$ cat config.mk
export PLATFORM = sky130hd
export DESIGN_NAME = fetch_controller_flat
export DESIGN_NICKNAME = d
export VERILOG_FILES = /design/src/rtl/fetch_controller_if.sv /design/src/rtl/fetch_controller.sv /design/src/flat_wrapper.sv
export SDC_FILE = /design/constraint.sdc
export NUM_CORES = 1
export LEC_CHECK = 0
export ABC_AREA = 1
export BUFFER_PORTS_ARGS = -buffer_cell sky130_fd_sc_hd__buf_2
export CORE_UTILIZATION = 59
export CTS_BUF_LIST = sky130_fd_sc_hd__clkbuf_4 sky130_fd_sc_hd__clkbuf_8
export CTS_CLUSTER_SIZE = 20
export DETAILED_ROUTE_END_ITERATION = 6
export GPL_ROUTABILITY_DRIVEN = 0
export PLACE_DENSITY_LB_ADDON = 0.2
export SETUP_SLACK_MARGIN = 0.02
export SYNTH_ARGS = -nofsm -noshare
export SYNTH_HDL_FRONTEND = slang
export SYNTH_SLANG_ARGS = --single-unit
$ cat constraint.sdc
create_clock -name clk -period 9.8 [get_ports clk]
set_input_delay 0.49 -clock clk [delete_from_list [all_inputs] [get_ports clk]]
set_output_delay 0.49 -clock clk [all_outputs]
set_load 0.05 [all_outputs]
$ cat src/rtl/fetch_controller_if.sv
// Fetch-stage bus: fetch control, redirect, instruction ROM port and decode handshake.
// master = fetch_controller side, slave = environment (decode/ROM/branch unit).
interface fetch_controller_if;
    logic        fetch_en;
    logic        redirect_valid;
    logic [31:0] redirect_pc;
    logic [31:0] rom_addr;
    logic [31:0] rom_data;
    logic        if_valid;
    logic        if_ready;
    logic [31:0] if_instr;
    logic [31:0] if_pc;
    logic        fetch_fault;

    modport master (
        input  fetch_en, redirect_valid, redirect_pc, rom_data, if_ready,
        output rom_addr, if_valid, if_instr, if_pc, fetch_fault
    );

    modport slave (
        output fetch_en, redirect_valid, redirect_pc, rom_data, if_ready,
        input  rom_addr, if_valid, if_instr, if_pc, fetch_fault
    );
endinterface

$ cat src/rtl/fetch_controller.sv
// Instruction fetch controller: PC register, combinational ROM port, 2-entry {pc, instr} FIFO.
// Optional macro FETCH_BOUND_CHECK_EN replaces out-of-range fetches with a NOP and raises fetch_fault.
module fetch_controller #(
    parameter logic [31:0] RESET_PC  = 32'h0000_0000,
    parameter int unsigned ROM_WORDS = 256
) (
    input  logic                      clk,
    input  logic                      reset,
    fetch_controller_if.master        bus
);

    logic [31:0] pc_q;
    logic [1:0]  occ_q;
    logic [1:0]  occ_next;
    logic [31:0] slot_pc    [2];
    logic [31:0] slot_instr [2];
    logic        pop;
    logic        push;
    logic        wr_hi;
    logic [31:0] fetch_word;

    assign bus.rom_addr = pc_q;
    assign bus.if_valid = (occ_q != 2'd0) && !bus.redirect_valid;
    assign bus.if_pc    = slot_pc[0];
    assign bus.if_instr = slot_instr[0];

    assign pop  = bus.if_valid && bus.if_ready;
    assign push = bus.fetch_en && !bus.redirect_valid && ((occ_q != 2'd2) || pop);

    // Slot 0 is always the head; a push lands behind whatever survives this cycle's pop.
    assign wr_hi = (occ_q == 2'd2) || ((occ_q == 2'd1) && !pop);

    always_comb begin
        occ_next = occ_q;
        case ({push, pop})
            2'b10:   occ_next = occ_q + 2'd1;
            2'b01:   occ_next = occ_q - 2'd1;
            default: occ_next = occ_q;
        endcase
    end

`ifdef FETCH_BOUND_CHECK_EN
    localparam logic [32:0] ROM_BYTES = 33'(ROM_WORDS) * 33'd4;
    localparam logic [31:0] NOP_INSTR = 32'h0000_0013;

    logic oob;
    logic fault_q;

    assign oob        = ({1'b0, pc_q} >= ROM_BYTES);
    assign fetch_word = oob ? NOP_INSTR : bus.rom_data;

    always_ff @(posedge clk) begin
        if (reset) begin
            fault_q <= 1'b0;
        end else if (bus.redirect_valid) begin
            fault_q <= 1'b0;
        end else if (push && oob) begin
            fault_q <= 1'b1;
        end
    end

    assign bus.fetch_fault = fault_q;
`else
    logic unused_rom_words;

    assign unused_rom_words = ^ROM_WORDS;
    assign fetch_word       = bus.rom_data;
    assign bus.fetch_fault  = 1'b0;
`endif

    always_ff @(posedge clk) begin
        if (reset) begin
            pc_q  <= RESET_PC;
            occ_q <= 2'd0;
        end else if (bus.redirect_valid) begin
            pc_q  <= {bus.redirect_pc[31:2], 2'b00};
            occ_q <= 2'd0;
        end else begin
            if (push) begin
                pc_q <= pc_q + 32'd4;
            end
            occ_q <= occ_next;
        end
    end

    // Payload needs no reset: occupancy alone decides what is visible.
    always_ff @(posedge clk) begin
        if (!reset && !bus.redirect_valid) begin
            if (pop) begin
                slot_pc[0]    <= slot_pc[1];
                slot_instr[0] <= slot_instr[1];
            end
            if (push) begin
                if (wr_hi) begin
                    slot_pc[1]    <= pc_q;
                    slot_instr[1] <= fetch_word;
                end else begin
                    slot_pc[0]    <= pc_q;
                    slot_instr[0] <= fetch_word;
                end
            end
        end
    end

endmodule

$ cat src/flat_wrapper.sv
// flat-port wrapper written by rule: the top's interface ports become plain ports
module fetch_controller_flat 
#(
    parameter logic [31:0] RESET_PC  = 32'h0000_0000,
    parameter int unsigned ROM_WORDS = 256
)
  (clk, reset, bus_fetch_en, bus_redirect_valid, bus_redirect_pc, bus_rom_data, bus_if_ready, bus_rom_addr, bus_if_valid, bus_if_instr, bus_if_pc, bus_fetch_fault);
  fetch_controller_if bus_i ();
  input  logic clk;
  input  logic reset;
  input wire logic [$bits(bus_i.fetch_en)-1:0] bus_fetch_en;
  input wire logic [$bits(bus_i.redirect_valid)-1:0] bus_redirect_valid;
  input wire logic [$bits(bus_i.redirect_pc)-1:0] bus_redirect_pc;
  input wire logic [$bits(bus_i.rom_data)-1:0] bus_rom_data;
  input wire logic [$bits(bus_i.if_ready)-1:0] bus_if_ready;
  output wire logic [$bits(bus_i.rom_addr)-1:0] bus_rom_addr;
  output wire logic [$bits(bus_i.if_valid)-1:0] bus_if_valid;
  output wire logic [$bits(bus_i.if_instr)-1:0] bus_if_instr;
  output wire logic [$bits(bus_i.if_pc)-1:0] bus_if_pc;
  output wire logic [$bits(bus_i.fetch_fault)-1:0] bus_fetch_fault;
  assign bus_i.fetch_en = bus_fetch_en;
  assign bus_i.redirect_valid = bus_redirect_valid;
  assign bus_i.redirect_pc = bus_redirect_pc;
  assign bus_i.rom_data = bus_rom_data;
  assign bus_i.if_ready = bus_if_ready;
  assign bus_rom_addr = bus_i.rom_addr;
  assign bus_if_valid = bus_i.if_valid;
  assign bus_if_instr = bus_i.if_instr;
  assign bus_if_pc = bus_i.if_pc;
  assign bus_fetch_fault = bus_i.fetch_fault;
  fetch_controller #(.RESET_PC(RESET_PC), .ROM_WORDS(ROM_WORDS)) u_core (.clk(clk), .reset(reset), .bus(bus_i));
endmodule
Word level (Yosys, flattened, before mapping)
Memory sizes are Yosys's and may differ from the RTL's. Cells that the tools add are included.

Flip-flop bits (word level): 34. RAM bits: 128. Memories kept: 2.

Memories: u_core.slot_instr (depth 2, bits a word 32, read ports 2, clocked after memory_dff 0, write ports 2, RTL line fetch_controller.sv:16) `logic [31:0] slot_instr [2];`; u_core.slot_pc (depth 2, bits a word 32, read ports 2, clocked after memory_dff 0, write ports 2, RTL line fetch_controller.sv:15) `logic [31:0] slot_pc [2];`.

Add/sub/neg operators: 3. Equality and inequality tests: 5. Mux-type cells: 16. Bitwise logic cells: 2. Reduce and logical (&&, ||, !) cells: 15.

Operator list (number): $mux 32 (4); $add 32x3->32 const B (1); $mux 1 (11); $logic_and 1x1->1 (6); $reduce_bool 2->1 (3); $eq 2x1->1 const B (2); $eq 2x2->1 const B (2); $pmux 2 s2 (1); $logic_not 1->1 (3); $add 2x1->2 const B (1); $logic_or 1x1->1 (2); $ne 2x2->1 const B (1); $or 1x1->1 (2); $reduce_or 2->1 (1); $sub 2x1->2 const B (1).

Depth between registers and ports, before layout
Depth after elaboration: 11. Mapped depth: 12. Gate-level depth less buffers: 12.

Worst setup path after synthesis
OpenSTA, ideal clock, no wires.

Path type: register -> register. Start point: register u_core.occ_q[0]. End point: memory u_core.slot_instr[0][0], enable pin. Arrival time: 5.609 ns. Required time: 9.232 ns. Setup slack: 3.623 ns. Stages on the path, launching flop included: 6. Buffers on the path: 0. Clock period less this slack: 6.177 ns. Path through: dfxtp_1 -> inv_1 -> ha_1 -> nor2_2 -> nand2_2 -> o21ai_0.

RTL lines: start, declared (RTL line fetch_controller.sv:13) `logic [1:0] occ_q;`; start signal, assigned (RTL line fetch_controller.sv:82) `occ_q <= occ_next;`; end, declared (RTL line fetch_controller.sv:16).

==> qor.yml <==
end_kind: "flip-flop"
use_met1: 0.3473
io_buffer_count: 159
first_pass_iters: 5
hp-class: "in2reg"
grt_util_all_layers: 0.2683
rsz0062_at_grt: "false"
layout_common_cells: "nand2_1, buf_2, edfxtp_1, o21ai_0, inv_1"
hold_violations: 0
diodes: 0
reg2reg_from: "u_core.occ_q[0]"
die_h_um: 108.8
die_x_um: 108.8
busiest_layer: "met2"
clkSinkCount: 156
setup_violations: 0
tns_ps: 0
crit_chain: "inv_1, ha_1, nor2_2, nand2_2, nand2_2, nand3_4, nor2_4, inv_2, buf_4, o21ai_4, buf_4"
grt_pass1_wl_um: 23970
clkSlewWorstSetupHoldPaths_ps: 80
mappedNetlistArea_um2: 6735
worstHoldStart: "bus_rom_data[31]"
powerDensity_nw_per_um2: 169.8
cts_tree: "done"
cts_inserted_buffers: 17
wl_um: 15190
dp.cells: 969
grt_overflow_total: 0
hold_slack_ps: 241.2
worst_pin_slew_ps: 873.4
status: "finished clean"
drc: 0
antenna_found_initial: 0
mostFrequentLayoutCell: "nand2_1"
postCtsSetupRepairBufs: 0
antenna_left: 0
grt_pass1_vias: 5117
syn_to_final_growth_pct: 17.70
critPathRequiredTime_ps: 9870
syn_inst: 690
rows: 38
synth_seq_area_share: 0.6480
dr_total_vias: 5270
startpoint_type: "flip-flop"
total_power_mw: 1.346
initial_core_util: 0.6132
cp-startpoint: "u_core.occ_q[0]"
cts_max_level: 4
cts_root_buf: "clkbuf_8"
fin_util: 0.7218
ys_warn_count: 0
nFillCells: 823
gr-usage-met3: 0.05738
leakage_nw: 3.350
nNetsFinal: 922
relSlewSlack: 0.4177
drive_above_1_share: 0.2326
peakVddDrop_v: 0.00009328
synth_seq_cells: 156
grt_use_met2: 0.4376
drt_iter0_markers: 446
maxCapViolCount: 0
holdBufCountCts: 0
synth_cell_types: 29
clockBufferDepth: 2
fp.coreArea_um2: 10980
ioPinCount: 167
cp_max_fo: 88
max_stage_delay_ps: 720
cts_resized: 0
syn_avg_cell_area_um2: 9.761
routedWlPerCell_um: 15.19
fmax_mhz: 262.8
layoutNonFillerInstCount: 1000
period_minus_slack_ps: 3805
grt_max_degree: 89
cp_slowest_cell: "nor2_4"
clk_latency_ps: 440
hpwl_um: 10590
viasPerCell: 5.270
die-area_um2: 11850
skew_ps: 13.94
finalMaxSlewViolations: 0
timing.final.crit_share: 0.3882
critPathKind: "reg2reg"
cp.arrival_ps: 3880
cell families (layout without fill, tap and decap cells):
family                   count (synthesis)  count (layout)  share of synthesized area
AND/OR/NAND/NOR                        348             348                     0.2051
flip-flops                             156             156                     0.6480
AO/OA/AOI/OAI                           92              92                    0.07004
buffers and inverters                   80             246                    0.05666
XOR/XNOR                                 8               8                    0.01040
adder cells (fa/ha/maj)                  5               5                   0.009289
other                                    1               5                  0.0005568
Yosys cell counts, drive strengths merged:
cell type    n  area [um2]
nand3       26       142.6
conb         1       3.750
edfxtp     124        3724
o21ai       64       320.3
nand4        3       18.77
o211ai       2       15.01
clkbuf       7       27.52
a21o         1       7.510
dfxtp       32       640.6
ha           5       62.56
xnor2        3       26.28
clkinv       1       3.750
inv         52       195.2
a31oi        3       18.77
a21oi       22       110.1
buf         20       155.1
nor3         4       20.02
nor2        47       188.9
nand2      268        1011
xor2         5       43.79
sequential cells by signal (all words and copies together), names as in the netlist:
name / flops
u_core.slot_instr: 64
u_core.occ_q: 2
u_core.bus.rom_addr: 30
u_core.slot_pc: 60
critical path, delay by kind of cell (launching register included):
family,cells,cell delay (ps)
simple gates,5,1310
buf+inv,4,1120
flops,1,340
compound gates,1,370
fa+ha+maj,1,230
power by group:
part / internal, mW / switching [mW] / leakage, nW / total, mW
clock network: 0.202 / 0.226 / 0.166 / 0.428
logic: 0.0383 / 0.127 / 1.78 / 0.165
registers: 0.736 / 0.0162 / 1.41 / 0.753
final cells by class:
cell class / count / area (um2) / area share
tap: 140 / 175.2 / 0.02210
sequential: 156 / 4364 / 0.5505
clock buffer: 19 / 249.0 / 0.03141
inverter: 53 / 198.9 / 0.02509
clock inverter: 12 / 98.84 / 0.01247
timing repair buffer: 162 / 818.3 / 0.1032
multi-input combinational: 458 / 2023 / 0.2552
stage by stage:
| step | worst slack (ps) | instance area (um2) |
|---|---|---|
| floorplan | 3623 | 6750 |
| CTS | 5948 | 7928 |
| detailed placement | 5767 | 7580 |
| finish | 5995 | 7928 |
| global placement | 5827 | 7580 |
| global route | 5684 | 7928 |
layer usage:
layer	part of all wire	routed length, um	vias to the layer above
li1	-	-	2593
met1	0.43	6465	2416
met3	0.072	1092	32
met4	0.021	323	0
met5	0	0	-
met2	0.48	7311	229
final timing paths:
check / endpoint / slack (ps) / cells after the start
worst min register to register: u_core.slot_pc[1][31] / 500 / 0
worst max-delay path: u_core.slot_pc[0][7] / 6000 / 11
worst max register to register: u_core.slot_pc[0][7] / 6000 / 11
worst min-delay path: u_core.slot_instr[1][31] / 240 / 1
Note: power is estimated with default switching activity, not from simulation.
